[src/rtl/secure_mem_ctrl.sv]
// secure_mem_ctrl
//   Key-authenticated, XOR-encrypted data memory behind a valid/ready
//   request channel. Each entry holds plaintext ^ key_reg. Every command
//   is checked against key_reg. MAX_FAIL consecutive authentication
//   failures lock the controller out for LOCK_CYCLES cycles. An
//   authenticated rekey walks the whole array and re-encrypts it under
//   the new key.
//
// Ports
//   clk        in   rising-edge clock
//   reset      in   asynchronous, active-high reset
//   req_valid  in   request present
//   req_ready  out  request accepted when req_valid && req_ready (IDLE only)
//   req_op     in   00 read, 01 write, 10 rekey, 11 reserved
//   req_addr   in   entry address (ignored for rekey)
//   req_wdata  in   write data, or the new key for rekey
//   req_key    in   presented key
//   rsp_valid  out  response present, held until rsp_ready
//   rsp_ready  in   response consumed
//   rsp_rdata  out  decrypted read data; 0 on error and for non-read ops
//   rsp_err    out  authentication failure or reserved op
//   locked     out  controller in lockout
//   fail_count out  consecutive authentication failures
module secure_mem_ctrl #(
  parameter int                DATA_W      = 32,
  parameter int                ADDR_W      = 5,
  parameter logic [DATA_W-1:0] RESET_KEY   = 32'hA5A5_5A5A,
  parameter int                MAX_FAIL    = 3,
  parameter int                LOCK_CYCLES = 16
) (
  input  logic                          clk,
  input  logic                          reset,
  input  logic                          req_valid,
  output logic                          req_ready,
  input  logic [1:0]                    req_op,
  input  logic [ADDR_W-1:0]             req_addr,
  input  logic [DATA_W-1:0]             req_wdata,
  input  logic [DATA_W-1:0]             req_key,
  output logic                          rsp_valid,
  input  logic                          rsp_ready,
  output logic [DATA_W-1:0]             rsp_rdata,
  output logic                          rsp_err,
  output logic                          locked,
  output logic [$clog2(MAX_FAIL+1)-1:0] fail_count
);

  localparam int DEPTH  = 2 ** ADDR_W;
  localparam int FAIL_W = $clog2(MAX_FAIL + 1);
  localparam int LOCK_W = $clog2(LOCK_CYCLES + 1);

  localparam logic [1:0] OP_RD    = 2'b00;
  localparam logic [1:0] OP_WR    = 2'b01;
  localparam logic [1:0] OP_REKEY = 2'b10;

  typedef enum logic [2:0] {
    S_IDLE,
    S_ACCESS,
    S_RESP,
    S_REKEY,
    S_LOCKED
  } state_t;

  state_t              state_q;
  logic [1:0]          op_q;
  logic [ADDR_W-1:0]   addr_q;
  logic [DATA_W-1:0]   wdata_q;
  logic [DATA_W-1:0]   key_q;
  logic [DATA_W-1:0]   key_reg_q;
  logic [FAIL_W-1:0]   fail_q;
  logic [LOCK_W-1:0]   lock_cnt_q;
  logic [ADDR_W-1:0]   idx_q;
  logic                rsp_valid_q;
  logic [DATA_W-1:0]   rsp_rdata_q;
  logic                rsp_err_q;
  logic                locked_q;

  // Storage is not reset: a reset in the middle of a rekey leaves the
  // array partially re-encrypted and software must rewrite it.
  logic [DATA_W-1:0]   mem [DEPTH];

  logic                auth;
  logic [ADDR_W-1:0]   mem_ra;
  logic [DATA_W-1:0]   mem_rd;
  logic                mem_we;
  logic [ADDR_W-1:0]   mem_wa;
  logic [DATA_W-1:0]   mem_wd;

  assign auth   = (key_q == key_reg_q);
  // During rekey the walk index selects the entry; otherwise the latched address.
  assign mem_ra = (state_q == S_REKEY) ? idx_q : addr_q;
  assign mem_rd = mem[mem_ra];

  // Single write port: authenticated write in ACCESS, or the rekey
  // read-modify-write that swaps the old key for the new one in place.
  always_comb begin
    mem_we = 1'b0;
    mem_wa = addr_q;
    mem_wd = wdata_q ^ key_reg_q;
    if (state_q == S_ACCESS && op_q == OP_WR && auth) begin
      mem_we = 1'b1;
    end else if (state_q == S_REKEY) begin
      mem_we = 1'b1;
      mem_wa = idx_q;
      mem_wd = mem_rd ^ key_reg_q ^ wdata_q;
    end
  end

  always_ff @(posedge clk) begin
    if (mem_we) begin
      mem[mem_wa] <= mem_wd;
    end
  end

  always_ff @(posedge clk or posedge reset) begin
    if (reset) begin
      state_q     <= S_IDLE;
      op_q        <= OP_RD;
      addr_q      <= '0;
      wdata_q     <= '0;
      key_q       <= '0;
      key_reg_q   <= RESET_KEY;
      fail_q      <= '0;
      lock_cnt_q  <= '0;
      idx_q       <= '0;
      rsp_valid_q <= 1'b0;
      rsp_rdata_q <= '0;
      rsp_err_q   <= 1'b0;
      locked_q    <= 1'b0;
    end else begin
      case (state_q)
        S_IDLE: begin
          if (req_valid) begin
            op_q    <= req_op;
            addr_q  <= req_addr;
            wdata_q <= req_wdata;
            key_q   <= req_key;
            state_q <= S_ACCESS;
          end
        end

        S_ACCESS: begin
          rsp_rdata_q <= '0;
          if (op_q == 2'b11) begin
            // Reserved op is an error but not an authentication failure.
            rsp_err_q   <= 1'b1;
            rsp_valid_q <= 1'b1;
            state_q     <= S_RESP;
          end else if (!auth) begin
            rsp_err_q   <= 1'b1;
            fail_q      <= fail_q + FAIL_W'(1);
            rsp_valid_q <= 1'b1;
            state_q     <= S_RESP;
          end else begin
            fail_q    <= '0;
            rsp_err_q <= 1'b0;
            case (op_q)
              OP_RD: begin
                rsp_rdata_q <= mem_rd ^ key_reg_q;
                rsp_valid_q <= 1'b1;
                state_q     <= S_RESP;
              end
              OP_REKEY: begin
                idx_q   <= '0;
                state_q <= S_REKEY;
              end
              default: begin
                rsp_valid_q <= 1'b1;
                state_q     <= S_RESP;
              end
            endcase
          end
        end

        S_REKEY: begin
          idx_q <= idx_q + ADDR_W'(1);
          if (idx_q == {ADDR_W{1'b1}}) begin
            key_reg_q   <= wdata_q;
            rsp_err_q   <= 1'b0;
            rsp_rdata_q <= '0;
            rsp_valid_q <= 1'b1;
            state_q     <= S_RESP;
          end
        end

        S_RESP: begin
          if (rsp_ready) begin
            rsp_valid_q <= 1'b0;
            rsp_rdata_q <= '0;
            rsp_err_q   <= 1'b0;
            if (fail_q == FAIL_W'(MAX_FAIL)) begin
              locked_q   <= 1'b1;
              lock_cnt_q <= LOCK_W'(LOCK_CYCLES);
              state_q    <= S_LOCKED;
            end else begin
              state_q <= S_IDLE;
            end
          end
        end

        S_LOCKED: begin
          // Leaving on the cycle the counter reaches zero keeps locked
          // high for exactly LOCK_CYCLES cycles.
          if (lock_cnt_q <= LOCK_W'(1)) begin
            lock_cnt_q <= '0;
            fail_q     <= '0;
            locked_q   <= 1'b0;
            state_q    <= S_IDLE;
          end else begin
            lock_cnt_q <= lock_cnt_q - LOCK_W'(1);
          end
        end

        default: state_q <= S_IDLE;
      endcase
    end
  end

  assign req_ready  = (state_q == S_IDLE);
  assign rsp_valid  = rsp_valid_q;
  assign rsp_rdata  = rsp_rdata_q;
  assign rsp_err    = rsp_err_q;
  assign locked     = locked_q;
  assign fail_count = fail_q;

endmodule

[config.mk]
export PLATFORM = sky130hd
export DESIGN_NAME = secure_mem_ctrl
export DESIGN_NICKNAME = d
export VERILOG_FILES = /design/src/rtl/secure_mem_ctrl.sv
export SDC_FILE = /design/constraint.sdc
export NUM_CORES = 1
export LEC_CHECK = 0
export BUFFER_PORTS_ARGS = -buffer_cell sky130_fd_sc_hd__buf_4
export CAP_MARGIN = 20
export CORE_MARGIN = 3
export CORE_UTILIZATION = 45
export CTS_CLUSTER_DIAMETER = 60
export CTS_CLUSTER_SIZE = 30
export DETAILED_ROUTE_END_ITERATION = 12
export GPL_ROUTABILITY_DRIVEN = 1
export MAX_ROUTING_LAYER = met4
export SYNTH_ARGS = -nofsm -noshare
export SYNTH_HDL_FRONTEND = slang
export SYNTH_SLANG_ARGS = --single-unit
export TNS_END_PERCENT = 5
[constraint.sdc]
create_clock -name clk -period 7.6 [get_ports clk]
set_input_delay 1.14 -clock clk [delete_from_list [all_inputs] [get_ports clk]]
set_output_delay 1.14 -clock clk [all_outputs]
set_load 0.01 [all_outputs]
==> results.yml <==
run_status:
  status: "finished clean"
job:
  drv_cap: 0
yosys:
  avgSynthCellArea_sq_um: 14.51
  synth_edf_count: 1024
  syn-num-nets: 3582
  synth_ff_type: "edfxtp_1"
  syn_inst: 3502
  synth_cell_types: 56
  yosysWarningCount: 0
  syn_area_sq_mm: 0.05082
  synthArstFlopShare_pct: 13.00
  synth_most_common_cell: "edfxtp_1"
  synth_common_cells: "edfxtp_1 (1024), nand2_1 (282), a21oi_1 (226)"
  synth-seq-area-share_pct: 68.08
  yosysTopAreaCell: "edfxtp_1"
  yosys.area.top_type_share_pct: 60.51
  synth_area_leaders: "edfxtp_1 (61%), dfrtp_1 (6.7%), mux2i_1 (3.3%), mux4_2 (2.8%), nand2b_1 (2.4%)"
  ys_ff_latch: 1177
power:
  seq_power_share_pct: 38.2
  p_int_mw: 15.86
  p_leak_nw: 19.23
  ir_drop_mv: 0.3381
  switching_power_mw: 10.86
  p_comb_share_pct: 43.3
  pwr_density_cell_mw_per_mm2: 468.4
  power.share.clock_pct: 18.4
  swShare_pct: 40.65
place:
  pre_cts_ws_ns: 1.731
  hpwlAfterDp_microns: 90770
  place_congestion: 0.8132
  numPortBuffers: 112
clock_tree:
  cts_root_buf: "clkbuf_16"
  cts_max_level: 3
  postCtsHoldBufs: 0
  clockBufferDepth: 3
  cts_tree: "yes"
  cts_sinks: 1177
  clk_pin_slew_worst_paths_ns: 0.09
  cts.repair.resized: 0
  numCtsBuffers: 82
  clock_latency_ns: 0.68
  post_cts_buffers: 0
sta:
  fin_skew_ns: 0.03565
  drv_slew: 0
  fin_tns_setup_ns: 0
  worstMarginPinSlew_ns: 1.146
  final-setup-viol-count: 0
  hold_viol: 0
  min_period_ns: 5.940
  finalCritPeriodShare_pct: 78.15
  relSlewSlack_pct: 23.15
  fmax_mhz: 168.4
  rsz0062_at_grt: "no"
  worst_slack_ns: 1.660
global_route:
  globalRouteOverflowTotal: 0
  grt_use_total_pct: 27.87
  grt_pass1_vias: 30828
  grt_max_degree: 121
  antenna_found_initial: 1
  grt_first_pass_wirelength_microns: 226100
critical_path:
  crit_path_cell_trace: "and4b_4 > a21o_4 > buf_4 > mux4_2 > nor4b_1 > buf_2 > nor4_2 > a31oi_1 > xnor2_4"
  cp-start-kind: "flop"
  path_class: "reg2reg"
  worst-endpoint-arrival_ns: 6.28
  rrSetupSlack_ns: 1.66
  slowest_delay_ns: 0.87
  worst_ep_required_time_ns: 7.94
  slowest_stage: "and4b_4"
  path_buf_inv: 2
  path_max_fanout: 51
  crit_path_end_kind: "flop"
  critPathTopFamily: "simple AND/OR/NAND/NOR gates"
routing:
  wl_microns: 160300
  drc_errors: 0
  ant_nets: 0
  wl_per_cell_microns: 31.16
  via_count: 32260
  drt_iter0_drc: 3951
  dr.pass1.iters: 5
  avgViaCountPerCell: 6.271
floorplanning:
  die_area_sq_mm: 0.1170
  die_y_microns: 342.1
  dieWidth_microns: 342.1
  num_rows: 122
  core_sq_mm: 0.1114
  start_util_pct: 45.61
  ioPinCount: 113
layout:
  fin_nets: 3668
  syn2layout_area_growth_pct: 12.26
  antenna_cells: 0
  drive_gt1_share_pct: 18.93
hold_path:
  hold_class: "in2async"
sequential cells by signal, indices dropped and copies added (netlist names), 5 cells and up:
name,count
rsp_rdata,32
lock_cnt_q,5
idx_q,5
addr_q,5
wdata_q,32
key_q,32
mem,1024
key_reg_q,32
worst reg2reg max path: stages, from the launching register on:
cell and delay (ns):
dfrtp_4 0.75, and4b_4 0.88, a21o_4 0.82, buf_4 0.46, mux4_2 0.54, nor4b_1 0.16, buf_2 0.21, nor4_2 0.67
a31oi_1 0.34, xnor2_4 0.76
metrics by stage:
| stage | hold WS, ns | cell area, sq um | utilization [%] | std cells | total power, mW |
|---|---|---|---|---|---|
| 2_1_floorplan | 0.4739 | 50820 | - | 3502 | 17.36 |
| 3_3_place_gp | 0.4989 | 53800 | 48.28 | 4971 | 21.30 |
| 3_5_place_dp | 0.5091 | 53990 | 48.46 | 4985 | 21.68 |
| 4_1_cts | 0.4438 | 56960 | 51.12 | 5137 | 26.55 |
| 5_1_grt | 0.4693 | 57050 | 51.20 | 5144 | 27.73 |
| 6_report | 0.4586 | 57050 | 51.20 | 5144 | 26.72 |
cell type report:
class,instances,area (sq um)
inverters,98,372.9
fillers,9262,54380
clock inverters,64,828.3
well taps,1488,1862
clock buffers,88,2138
flip-flops and latches,1177,34610
multi-input cells,1994,15290
repair buffers,235,1952
routing by layer:
layer / share of wire (%) / vias to the layer above / routed length, microns / GRT usage, %
li1: - / 13640 / - / -
met1: 40 / 16712 / 63580 / 37.02
met2: 48 / 1607 / 76380 / 43.78
met3: 8.1 / 301 / 13020 / 3.704
met4: 4.6 / 0 / 7307 / 11.17
met5: 0 / - / 0 / -
worst paths after layout:
| path | endpoint | from | cells after the start |
|---|---|---|---|
| max | mem[19][10] | idx_q[0] | 9 |
| min | key_q[7] | reset | 2 |
| max reg2reg | mem[19][10] | idx_q[0] | 9 |
| min reg2reg | lock_cnt_q[2] | lock_cnt_q[2] | 1 |
| max in group asynchronous | idx_q[0] | reset | 3 |
| min in group clk | lock_cnt_q[2] | lock_cnt_q[2] | 1 |
placed cells by master, fill, tap and decap left out, types with 26 or more instances in the layout:
master,count
edfxtp_1,1024
nand2_1,280
a21oi_1,226
buf_4,209
nand2b_1,197
mux2i_1,168
a211oi_1,143
dfrtp_1,135
mux2_2,104
inv_1,97
o211ai_1,97
clkbuf_16,85
xnor2_1,65
mux4_2,64
o22ai_1,64
nor2_1,45
nor3_1,39
a221oi_1,38
nor2b_1,35
and3_1,34
a31oi_1,33
o21ai_1,32
o2111ai_1,32
nor4_2,32
a311oi_1,32
nor4b_1,31
xnor2_2,31
and2_1,28
a211o_1,26
power groups by stage:
stage	clock (mW)	sequential [mW]	combinational [mW]
after floorplan	0	10.2	7.12
after global placement	0	10.4	10.9
after detailed placement	0	10.4	11.3
after CTS	4.98	10.2	11.3
after global routing	5.20	10.3	12.2
final	4.93	10.2	11.6
cell families (layout without fill, tap and decap cells):
logic type | Yosys count | after routing | share of synthesized area [%]
and+or+nand+nor | 793 | 793 | 8.595
DFF | 1177 | 1177 | 68.08
AOI/OAI and AO/OA | 755 | 755 | 9.954
muxes | 344 | 344 | 8.688
adders and majority gates | 5 | 5 | 0.1231
buffers and inverters | 331 | 485 | 2.888
xor gates and xnor gates | 97 | 97 | 1.672
Note: power is estimated with default switching activity, not from simulation.
